<file path="src/rtl/breakout_pkg.sv">
// rtl/breakout_pkg.sv - shared Breakout screen geometry and paddle state encoding
package breakout_pkg;

    localparam int SCREEN_W = 640;
    localparam int PADDLE_W = 64;
    localparam int X_W      = 10;

    typedef enum logic [1:0] {
        IDLE   = 2'd0,
        MOVE_L = 2'd1,
        MOVE_R = 2'd2
    } paddle_state_e;

endpackage

</file>
<file path="src/rtl/paddle_ctrl_if.sv">
// rtl/paddle_ctrl_if.sv - keyboard-level inputs and paddle outputs of paddle_ctrl
interface paddle_ctrl_if #(
    parameter int X_W = breakout_pkg::X_W
);
    logic           frame_tick;
    logic           move_left;
    logic           move_right;
    logic           other_in;
    logic [3:0]     level;
    logic [X_W-1:0] paddle_x;
    logic           moving;
    logic           dir;
    logic           launch;

    modport master (
        output frame_tick, move_left, move_right, other_in, level,
        input  paddle_x, moving, dir, launch
    );

    modport slave (
        input  frame_tick, move_left, move_right, other_in, level,
        output paddle_x, moving, dir, launch
    );
endinterface

</file>
<file path="src/rtl/sync2.sv">
// rtl/sync2.sv - two-flop synchronizer, parameterized width
module sync2 #(
    parameter int WIDTH = 1
) (
    input  logic             clk,
    input  logic             rst,
    input  logic [WIDTH-1:0] d_i,
    output logic [WIDTH-1:0] q_o
);
    logic [WIDTH-1:0] meta_q;
    logic [WIDTH-1:0] sync_q;

    always_ff @(posedge clk) begin
        if (rst) begin
            meta_q <= '0;
            sync_q <= '0;
        end else begin
            meta_q <= d_i;
            sync_q <= meta_q;
        end
    end

    assign q_o = sync_q;
endmodule

</file>
<file path="src/rtl/paddle_ctrl.sv">
// rtl/paddle_ctrl.sv - frame-rate paddle position with hold-to-accelerate and launch pulse
module paddle_ctrl #(
    parameter int SCREEN_W     = breakout_pkg::SCREEN_W,
    parameter int PADDLE_W     = breakout_pkg::PADDLE_W,
    parameter int X_W          = breakout_pkg::X_W,
    parameter int BASE_STEP    = 2,
    parameter int ACCEL_FRAMES = 8,
    parameter int MAX_BONUS    = 4,
    parameter int MAX_STEP     = 12
) (
    input  logic          clk,
    input  logic          rst,
    paddle_ctrl_if.slave  bus
);
    import breakout_pkg::*;

    localparam int HW = $clog2(ACCEL_FRAMES) + 1;
    localparam int BW = $clog2(MAX_BONUS) + 1;
    localparam logic [X_W-1:0] X_MAX = X_W'(SCREEN_W - PADDLE_W);
    localparam logic [X_W-1:0] X_RST = X_W'((SCREEN_W - PADDLE_W) / 2);

    logic [2:0]     raw_keys;
    logic [2:0]     syn;
    paddle_state_e  state_q, state_d;
    logic [HW-1:0]  hold_q, hold_d;
    logic [BW-1:0]  bonus_q, bonus_d;
    logic [X_W-1:0] x_q, x_d;
    logic           moving_q, moving_d;
    logic           dir_q, dir_d;
    logic           launch_q, launch_d;
    logic           other_prev_q;
    logic [4:0]     step_raw, step;
    logic [X_W:0]   sum;

    assign raw_keys = {bus.other_in, bus.move_right, bus.move_left};

    sync2 #(.WIDTH(3)) u_sync (
        .clk (clk),
        .rst (rst),
        .d_i (raw_keys),
        .q_o (syn)
    );

    always_comb begin
        state_d = IDLE;
        if (syn[0] ^ syn[1]) begin
            state_d = syn[0] ? MOVE_L : MOVE_R;
        end

        // Counters belong to the state being entered; a tick on a change edge is not counted.
        hold_d  = hold_q;
        bonus_d = bonus_q;
        if (state_d != state_q || state_q == IDLE) begin
            hold_d  = '0;
            bonus_d = '0;
        end else if (bus.frame_tick) begin
            if (hold_q == HW'(ACCEL_FRAMES - 1)) begin
                hold_d = '0;
                if (bonus_q != BW'(MAX_BONUS)) begin
                    bonus_d = bonus_q + 1'b1;
                end
            end else begin
                hold_d = hold_q + 1'b1;
            end
        end

        step_raw = 5'(BASE_STEP) + {1'b0, bus.level} + 5'(bonus_q);
        step     = (step_raw > 5'(MAX_STEP)) ? 5'(MAX_STEP) : step_raw;
        sum      = {1'b0, x_q} + (X_W+1)'(step);

        x_d = x_q;
        if (bus.frame_tick) begin
            case (state_q)
                MOVE_L:  x_d = (x_q < X_W'(step)) ? '0 : x_q - X_W'(step);
                MOVE_R:  x_d = (sum > {1'b0, X_MAX}) ? X_MAX : sum[X_W-1:0];
                default: x_d = x_q;
            endcase
        end

        moving_d = (state_d != IDLE);
        dir_d    = dir_q;
        if (state_d == MOVE_R) begin
            dir_d = 1'b1;
        end else if (state_d == MOVE_L) begin
            dir_d = 1'b0;
        end

        launch_d = syn[2] & ~other_prev_q;
    end

    always_ff @(posedge clk) begin
        if (rst) begin
            state_q      <= IDLE;
            hold_q       <= '0;
            bonus_q      <= '0;
            x_q          <= X_RST;
            moving_q     <= 1'b0;
            dir_q        <= 1'b0;
            launch_q     <= 1'b0;
            other_prev_q <= 1'b0;
        end else begin
            state_q      <= state_d;
            hold_q       <= hold_d;
            bonus_q      <= bonus_d;
            x_q          <= x_d;
            moving_q     <= moving_d;
            dir_q        <= dir_d;
            launch_q     <= launch_d;
            other_prev_q <= syn[2];
        end
    end

    assign bus.paddle_x = x_q;
    assign bus.moving   = moving_q;
    assign bus.dir      = dir_q;
    assign bus.launch   = launch_q;
endmodule

</file>
<file path="src/flat_wrapper.sv">
// flat-port wrapper written by rule: the top's interface ports become plain ports
module paddle_ctrl_flat import breakout_pkg::*;
#(
    parameter int SCREEN_W     = breakout_pkg::SCREEN_W,
    parameter int PADDLE_W     = breakout_pkg::PADDLE_W,
    parameter int X_W          = breakout_pkg::X_W,
    parameter int BASE_STEP    = 2,
    parameter int ACCEL_FRAMES = 8,
    parameter int MAX_BONUS    = 4,
    parameter int MAX_STEP     = 12
)
  (clk, rst, bus_frame_tick, bus_move_left, bus_move_right, bus_other_in, bus_level, bus_paddle_x, bus_moving, bus_dir, bus_launch);
  paddle_ctrl_if #(.X_W(X_W)) bus_i ();
  input  logic clk;
  input  logic rst;
  input wire logic [$bits(bus_i.frame_tick)-1:0] bus_frame_tick;
  input wire logic [$bits(bus_i.move_left)-1:0] bus_move_left;
  input wire logic [$bits(bus_i.move_right)-1:0] bus_move_right;
  input wire logic [$bits(bus_i.other_in)-1:0] bus_other_in;
  input wire logic [$bits(bus_i.level)-1:0] bus_level;
  output wire logic [$bits(bus_i.paddle_x)-1:0] bus_paddle_x;
  output wire logic [$bits(bus_i.moving)-1:0] bus_moving;
  output wire logic [$bits(bus_i.dir)-1:0] bus_dir;
  output wire logic [$bits(bus_i.launch)-1:0] bus_launch;
  assign bus_i.frame_tick = bus_frame_tick;
  assign bus_i.move_left = bus_move_left;
  assign bus_i.move_right = bus_move_right;
  assign bus_i.other_in = bus_other_in;
  assign bus_i.level = bus_level;
  assign bus_paddle_x = bus_i.paddle_x;
  assign bus_moving = bus_i.moving;
  assign bus_dir = bus_i.dir;
  assign bus_launch = bus_i.launch;
  paddle_ctrl #(.SCREEN_W(SCREEN_W), .PADDLE_W(PADDLE_W), .X_W(X_W), .BASE_STEP(BASE_STEP), .ACCEL_FRAMES(ACCEL_FRAMES), .MAX_BONUS(MAX_BONUS), .MAX_STEP(MAX_STEP)) u_core (.clk(clk), .rst(rst), .bus(bus_i));
endmodule
</file>
<file path="config.mk">
export PLATFORM = sky130hd
export DESIGN_NAME = paddle_ctrl_flat
export DESIGN_NICKNAME = d
export VERILOG_FILES = /design/src/rtl/breakout_pkg.sv /design/src/rtl/paddle_ctrl_if.sv /design/src/rtl/sync2.sv /design/src/rtl/paddle_ctrl.sv /design/src/flat_wrapper.sv
export SDC_FILE = /design/constraint.sdc
export NUM_CORES = 1
export LEC_CHECK = 0
export ABC_AREA = 1
export BUFFER_PORTS_ARGS = -buffer_cell sky130_fd_sc_hd__buf_4
export CAP_MARGIN = 20
export CORE_MARGIN = 2
export CORE_UTILIZATION = 30
export CTS_CLUSTER_SIZE = 40
export DETAILED_ROUTE_END_ITERATION = 10
export GPL_TIMING_DRIVEN = 0
export SLEW_MARGIN = 10
export SYNTH_ARGS = -nofsm -noshare
export SYNTH_HDL_FRONTEND = slang
export SYNTH_HIERARCHICAL = 1
export SYNTH_SLANG_ARGS = --single-unit
</file>
<file path="constraint.sdc">
create_clock -name clk -period 9.45 [get_ports clk]
set_input_delay 0.945 -clock clk [delete_from_list [all_inputs] [get_ports clk]]
set_output_delay 0.945 -clock clk [all_outputs]
set_load 0.005 [all_outputs]
</file>
==> results of run 1 <==
## cell families after synthesis
kind of cell | count (synthesis) | share of synthesized area
and+or+nand+nor | 164 | 0.3355
xor gates and xnor gates | 5 | 0.01903
adders and majority gates | 26 | 0.1512
other | 2 | 0.003264
AOI/OAI and AO/OA | 48 | 0.1213
buffers and inverters | 64 | 0.1175
DFF | 29 | 0.2523
## worst max-delay path, delay by kind of cell
| family | cells | cell delay (ns) |
|---|---|---|
| adders and majority gates | 5 | 1.56 |
| and+or+nand+nor | 14 | 1.25 |
| buffers and inverters | 5 | 0.28 |
| xor gates and xnor gates | 1 | 0.18 |
| AOI/OAI and AO/OA | 1 | 0.09 |
## cells in the final DEF (no fill, tap or decap), types with 6 or more instances in the layout
cell / count
sky130_fd_sc_hd__dfxtp_1: 29
sky130_fd_sc_hd__buf_4: 26
sky130_fd_sc_hd__o21ai_0: 11
sky130_fd_sc_hd__inv_1: 53
sky130_fd_sc_hd__clkbuf_8: 6
sky130_fd_sc_hd__ha_1: 23
sky130_fd_sc_hd__nand2_1: 78
sky130_fd_sc_hd__a21oi_1: 23
sky130_fd_sc_hd__nand3_1: 23
sky130_fd_sc_hd__nor3_1: 7
sky130_fd_sc_hd__nor2_1: 32
## metal layers
| layer | up-vias | part of all wire | GRT usage |
|---|---|---|---|
| met5 | - | 0 | 0 |
| met1 | 1015 | 0.46 | 0.1695 |
| li1 | 1137 | - | - |
| met2 | 43 | 0.48 | 0.2304 |
| met4 | 0 | 0.014 | 0.03535 |
| met3 | 8 | 0.052 | 0.02988 |
## power breakdown
part           internal (mW)  switching, mW
clock network         0.0858         0.0567
logic                 0.0252         0.0376
registers              0.126        0.00269
## final cells by class
cell class,instances,area [µm²]
Buffer,7,56.30
Clock buffer,6,82.58
Clock inverter,2,37.54
Fill cell,788,4621
Inverter,57,214.0
Multi-Input combinational cell,245,1450
Sequential cell,29,580.6
Tap cell,99,123.9
Timing Repair Buffer,22,165.2
## registers in the layout, summed over array words and instances, names as in the netlist
signal	cells
u_core/bus.dir	1
u_core/bus.moving	1
u_core/bus.launch	1
u_core/other_prev_q	1
u_core/u_sync/meta_q	3
u_core/hold_q	4
u_core/u_sync/q_o	3
u_core/bonus_q	3
u_core/state_q	2
u_core/bus.paddle_x	10
## per-stage QoR
stage	power, mW	instance area, µm²	instances	hold slack [ns]	util
final	0.3337	2710	467	0.3981	0.3697
after global routing	0.3536	2710	467	0.4149	0.3697
after CTS	0.3389	2710	467	0.3992	0.3697
after detailed placement	0.1936	2590	459	0.3917	0.3533
after global placement	0.1930	2590	459	0.3818	0.3533
after floorplan	0.1759	2301	338	0.3744	-
## how the worst max path moves through the flow
stage,startpoint,end,depth (start not counted)
4_1_cts,bus_level[1],u_core/bus.paddle_x[8],27
6_report,bus_level[1],u_core/bus.paddle_x[5],26
3_3_place_gp,bus_level[1],u_core/bus.paddle_x[1],25
2_1_floorplan,bus_level[1],u_core/bus.paddle_x[8],26
5_1_grt,bus_level[1],u_core/bus.paddle_x[5],26
3_5_place_dp,bus_level[1],u_core/bus.paddle_x[8],27
==> results list, run 1 <==
- Gate Count Post-Synth: 338
* Tightest Hold Check Type: reg2reg
* Ratio of cells with drive above 1 in the final layout: 0.1630
- Before CTS, the worst setup slack after placement is about 5.1 ns.
* Cells on worst reg2reg path: 25
- Proportion of netlist area held by the largest area contributor: 0.2523
- In this run, synthesis produced a sequential element count of 29.
- Final critical-path required period: 4.070 ns
- Leading post-synthesis cells by instance count: sky130_fd_sc_hd__nand2_1 (78), sky130_fd_sc_hd__inv_1 (53), sky130_fd_sc_hd__nor2_1 (32)
- Die width: 91.58 µm
- Reported leakage power: 1.350 nW
- Across every metal layer, demand over resource in global routing totals 0.1346.
* Total number of H-tree levels: 2
- Worst Max-Slew Pin Slew: 0.5899 ns
- The initial antenna violation count was 0.
- Synth Area per Inst: between 6 and 7 µm²
- Reg2reg start: u_core/bonus_q[1]
* Routed WL per cell: 11.55 µm
- The share of the Yosys chip area taken by registers is 0.2523.
* Capture point of the worst reg-to-reg path: u_core/bus.paddle_x[5]
- Between clock sinks in the finished design, the worst skew comes to 0.006014 ns.
- After legalization and detailed placement, the total HPWL measured between 4000 and 5000 µm.
- 23 I/O pins were placed.
- Root cell of the clock tree: sky130_fd_sc_hd__clkbuf_8
- The pre-antenna-repair detailed-routing pass consisted of 4 iterations.
* Run status: finished, final reports clean
* Global placer's final weighted congestion: a little under 0.9
- The critical path in this run is classified as in2reg.
* Cell types with the largest area share after synthesis: sky130_fd_sc_hd__dfxtp_1 (25%), sky130_fd_sc_hd__nand2_1 (13%), sky130_fd_sc_hd__ha_1 (13%)
* Count leader, synth: sky130_fd_sc_hd__nand2_1
- Core Footprint: 7331 µm²
* Via count of the first global-routing pass: 1997
* Synthesized Nets: between 300 and 400
- Once detail routing completed, the nets flagged for antenna violations numbered 0.
* P per Cell Area: 123.1 nW/µm²
- Total negative setup slack: 0 ns
* Via/cell ratio: about 4.7
- Inserted Diodes: 0
* Synth Warn #: 6
- Final critical-path setup slack: 5.380 ns
* Final-report hold violation count: 0
- The detailed router finished its first iteration with 158 violations.
* Synthesis-to-finish area growth: 17.78%
- Starting density of the core: 0.3139
* Worst reg2reg setup slack: 5.75 ns
- CP Capture Type: flip-flop
- The worst-case IR drop observed on VDD is 0.00007752 V.
- Maximum net fanout on the critical path: 7
- Setup repair after global routing missed its margin: false
* Clock slew seen by the registers of the worst setup and hold paths: roughly 0.08 ns
- Entering global routing, the biggest net connects 11 pins.
- The routed design has approximately 5400 µm of wire.
* Hold path cells: 1
- Max-cap violations: 0
- Number of buffers added on ports: 22
- Fin crit share: 0.4307
- The first global-routing pass estimated 9094 µm of wire.
- Most area-hungry cell type in the Yosys netlist: sky130_fd_sc_hd__dfxtp_1
- Cell at the slowest stage of the critical path: sky130_fd_sc_hd__fa_1
- After synthesis the cells add up to 2301 µm².
* Worst Hold Path EP: u_core/bus.launch
- For this design, the CTS-stage hold fixing added 0 buffers.
* Max Buffers Root-to-Sink: 2
* Launching element type of the critical path: input port
- Most used flip-flop cell after synthesis: sky130_fd_sc_hd__dfxtp_1
* CTS tree: built
- The synthesized netlist contains 39 unique library cells.
* Post-CTS setup buffer count: 0
* Final Max Tran Viols: 0
* Setup violators final: 0
- Data on the critical path is required at its endpoint by 9.69 ns.
- Number of resized instances in the post-cts repair step: 0
* Overall die area: roughly 8400 µm²
- EDFF count, synth: 0
* Worst path most repeated cell: sky130_fd_sc_hd__nand2_1
* Total grt overflow: 0
- In this run the tightest slew margin relative to its limit is 0.6050.
- In this run the core area contains 31 standard-cell rows.
* Insertion delay of the later-clocked pin in the worst-skew pair: 0.29 ns
* DRC violation count after routing: 0
- Via Count: between 2000 and 2500
* Proportion of synthesized flip-flops having asynchronous set or reset: 0
- For this run, the top clock speed supported by timing is 245.7 MHz.
- Die H: about 92 µm
* Stage delay of the slowest cell on the critical path: 0.50 ns
* Final net count: 403
- TritonCTS Buffers: 5
- Sink count of the clock tree: 29
- At the worst endpoint, the arrival time is 4.31 ns.
- The startpoint identified for the worst hold timing path is u_core/other_prev_q.
Note: power is estimated with default switching activity, not from simulation.
==> inputs of run 2 (changes only) <==
==> constraint.sdc (replaced) <==
create_clock -name clk -period 3.35 [get_ports clk]
set_input_delay 0.335 -clock clk [delete_from_list [all_inputs] [get_ports clk]]
set_output_delay 0.335 -clock clk [all_outputs]
set_load 0.005 [all_outputs]
==> run 2 against run 1 <==
The run now ends with negative setup slack left. Sequential cell count is the same. Non-clock buffer count grew 8. Sequential share of layout area shrank 1.3 points. Final cell count grew 1.7%. Largest cell class unchanged. Highest routed layer unchanged.
==> results list, run 2 (synthesized netlist as in run 1, its figures left out) <==
- The floorplan has 31 rows.
* Total grt overflow: 0
- Signal arrival time at the worst endpoint: 3.65 ns
- Sink count of the clock tree: 29
- In this run the tightest slew margin relative to its limit is 0.5974.
- Reg2reg start: u_core/bonus_q[1]
- Root cell of the clock tree: sky130_fd_sc_hd__clkbuf_8
* Worst Hold Path EP: u_core/u_sync/meta_q[1]
- The initial antenna violation count came to 0.
- Fmax: 292.3 MHz
- Input and output buffers added on the ports amount to 22.
- Final Max Tran Viols: 0
- In the post-route analysis, the smallest setup slack over all paths is -0.07144 ns.
* Pin count of the biggest net entering global routing: 11
* Total number of H-tree levels: 2
- By startpoint and endpoint, the worst setup path is classified as reg2reg.
* CTS tree: built
* Insertion delay of the later-clocked pin in the worst-skew pair: 0.29 ns
- Summing all multi-input logic gate instances after layout gives 1559 µm².
- Cells on worst reg2reg path: 22
* # IOs: 23
* Max FFs per register: 10
- Die width: 91.58 µm
- CP Capture Type: flip-flop
* Setup repair after global routing missed its margin: true
* Reported leakage power: 1.389 nW
* First-pass iteration count of the detailed router: 4
- No sink is reached through more buffers than the 2 on the longest clock path.
- The die covers 8386 µm².
* Worst clock skew: 0.004883 ns
- For this run, the share of the core covered by cells in the final layout is 0.3943.
* DRC violation count after routing: 0
- The initial utilization of the core area, before any placement, comes to 0.3139.
- Sequential standard cell area: 581.8 µm²
- Leading cell type in the layout, fill and taps excluded: sky130_fd_sc_hd__nand2_1
- Dividing the final minimum period by the clock period gives 1.021.
- The library cells used most frequently in the layout, excluding fill and tap cells, are sky130_fd_sc_hd__nand2_1 (75), sky130_fd_sc_hd__inv_1 (48), sky130_fd_sc_hd__buf_4 (34), sky130_fd_sc_hd__nor2_1 (31), sky130_fd_sc_hd__dfxtp_1 (28).
* Detailed placement HPWL: 4095 µm
- Global-route wire length before repair: a little over 9000 µm
- Maximum vdd ir drop: 0.0002230 V
* Endpoint required time on the critical path: 3.58 ns
- Setup violators final: 3
- Remaining antenna violation count after routing: 0
* Count of hold buffers inserted by post-cts repair: 0
- Inserted Diodes: 0
* Core Footprint: 7331 µm²
- The via count of the first global-routing pass is 2019.
- Launching element type of the critical path: flip-flop
- Ratio of cells with drive above 1 in the final layout: 0.2447
- For the pin with the worst max-slew slack, the measured transition is roughly 0.6 ns.
* Run status: finished with violations
- The final reports fail on negative setup slack.
- Prior to clock tree synthesis, the placed netlist has a worst setup slack of -0.4079 ns.
* P per Cell Area: 333.4 nW/µm²
* Final-report hold violation count: 0
* Routed WL per cell: 11.86 µm
* Hold wc startpoint: bus_move_right
- Hold path cells: 3
- Number of placed instances with taps included: 459
* Global placer's final weighted congestion: between 0.8 and 0.9
- The number of clock buffers added by TritonCTS is 5.
* Maximum net fanout on the critical path: 4
* Worst reg2reg setup slack: -0.07 ns
- Capture point of the worst reg-to-reg path: u_core/bus.paddle_x[8]
- The count of cells in the finished layout, fillers not included, comes to between 400 and 500.
- Clock-pin slew was measured on the worst setup and hold paths at 0.07 ns.
* Tightest Hold Check Type: in2reg
- The final layout contains 411 nets.
- Dividing the detail-routed via count by the number of cells gives 4.720.
* Via Count: 2242
- The routed design could run at a clock period as short as 3.421 ns.
* Die H: 91.58 µm
* Initial drt markers: 122
- Across every metal layer, demand over resource in global routing totals 0.1358.
* Number of inserted filler cells in the final layout: 781
- Compared with the post-synthesis result, the final layout area differs by 25.61%.
- Max-cap violations in this run came to 0.
- Aggregate routed wire length: approximately 5600 µm
## run 2: cell types whose count changed in the layout (fill, tap and decap cells not counted), sizes merged
cell | previous run | this run
buf | 28 | 36
## run 2: through the flow
stage          cell area [µm²]  total power [mW]  setup TNS (ns)  hold slack (ns)
5_1_grt                   2890             1.021          -1.538           0.2339
4_1_cts                   2791            0.9618         -0.2023           0.2447
2_1_floorplan             2301            0.4962               0           0.3744
3_5_place_dp              2590            0.5462          -3.572           0.3917
3_3_place_gp              2590            0.5446          -2.979           0.3818
6_report                  2890            0.9635         -0.1023           0.2501
## run 2: how the worst max path moves through the flow
stage,startpoint,endpoint,slack [ns],cells past startpoint
after floorplan,bus_level[1],u_core/bus.paddle_x[8],0.08,26
after global placement,bus_level[1],u_core/bus.paddle_x[1],-0.33,25
after detailed placement,bus_level[1],u_core/bus.paddle_x[8],-0.41,27
after CTS,u_core/bonus_q[1],u_core/bus.paddle_x[8],-0.06,25
after global routing,u_core/bonus_q[1],u_core/bus.paddle_x[5],-0.20,25
final,u_core/bonus_q[1],u_core/bus.paddle_x[8],-0.07,22
## run 2: timing repair
item	4_1_cts	5_1_grt
buffers inserted	2	6
resized for setup	17	16
pin swaps	14	17
endpoints found under the setup margin	10	10
## run 2: where the power goes
group,total (mW),internal [mW],switching [mW]
Combinational,0.200,0.0837,0.116
Sequential,0.362,0.355,0.00772
Clock,0.401,0.242,0.159
Total,0.964,0.680,0.283
## run 2: layout make-up
cell class	count	area share
buffer	7	0.01948
clock buffer	6	0.02857
clock inverter	2	0.01299
inverter	57	0.07749
multi-input combinational	245	0.5394
sequential	29	0.2013
tap	99	0.04286
timing repair buffer	30	0.07792
## run 2: per-layer routing
metal / global-route usage / part of all wire / vias up
li1: - / - / 1158
met1: 0.1701 / 0.46 / 1029
met2: 0.2322 / 0.48 / 45
met3: 0.02988 / 0.040 / 10
met4: 0.03914 / 0.017 / 0
met5: 0 / 0 / -
## run 2: critical path: stages, from the launching register on
cell and delay, ns:
sky130_fd_sc_hd__dfxtp_2 0.33, sky130_fd_sc_hd__inv_2 0.05, sky130_fd_sc_hd__ha_4 0.21, sky130_fd_sc_hd__inv_4 0.05, sky130_fd_sc_hd__ha_4 0.12, sky130_fd_sc_hd__inv_2 0.04
sky130_fd_sc_hd__fa_2 0.34, sky130_fd_sc_hd__xor2_1 0.15, sky130_fd_sc_hd__inv_1 0.08, sky130_fd_sc_hd__o211ai_1 0.10, sky130_fd_sc_hd__and3_4 0.18, sky130_fd_sc_hd__buf_4 0.14
sky130_fd_sc_hd__ha_4 0.16, sky130_fd_sc_hd__fa_2 0.40, sky130_fd_sc_hd__nand3b_1 0.25, sky130_fd_sc_hd__nand4_4 0.14, sky130_fd_sc_hd__or2_4 0.15, sky130_fd_sc_hd__nand2_4 0.07
sky130_fd_sc_hd__a21oi_1 0.16, sky130_fd_sc_hd__o21ai_2 0.07, sky130_fd_sc_hd__nand2_1 0.07, sky130_fd_sc_hd__nand2_1 0.05, sky130_fd_sc_hd__nand2_1 0.05
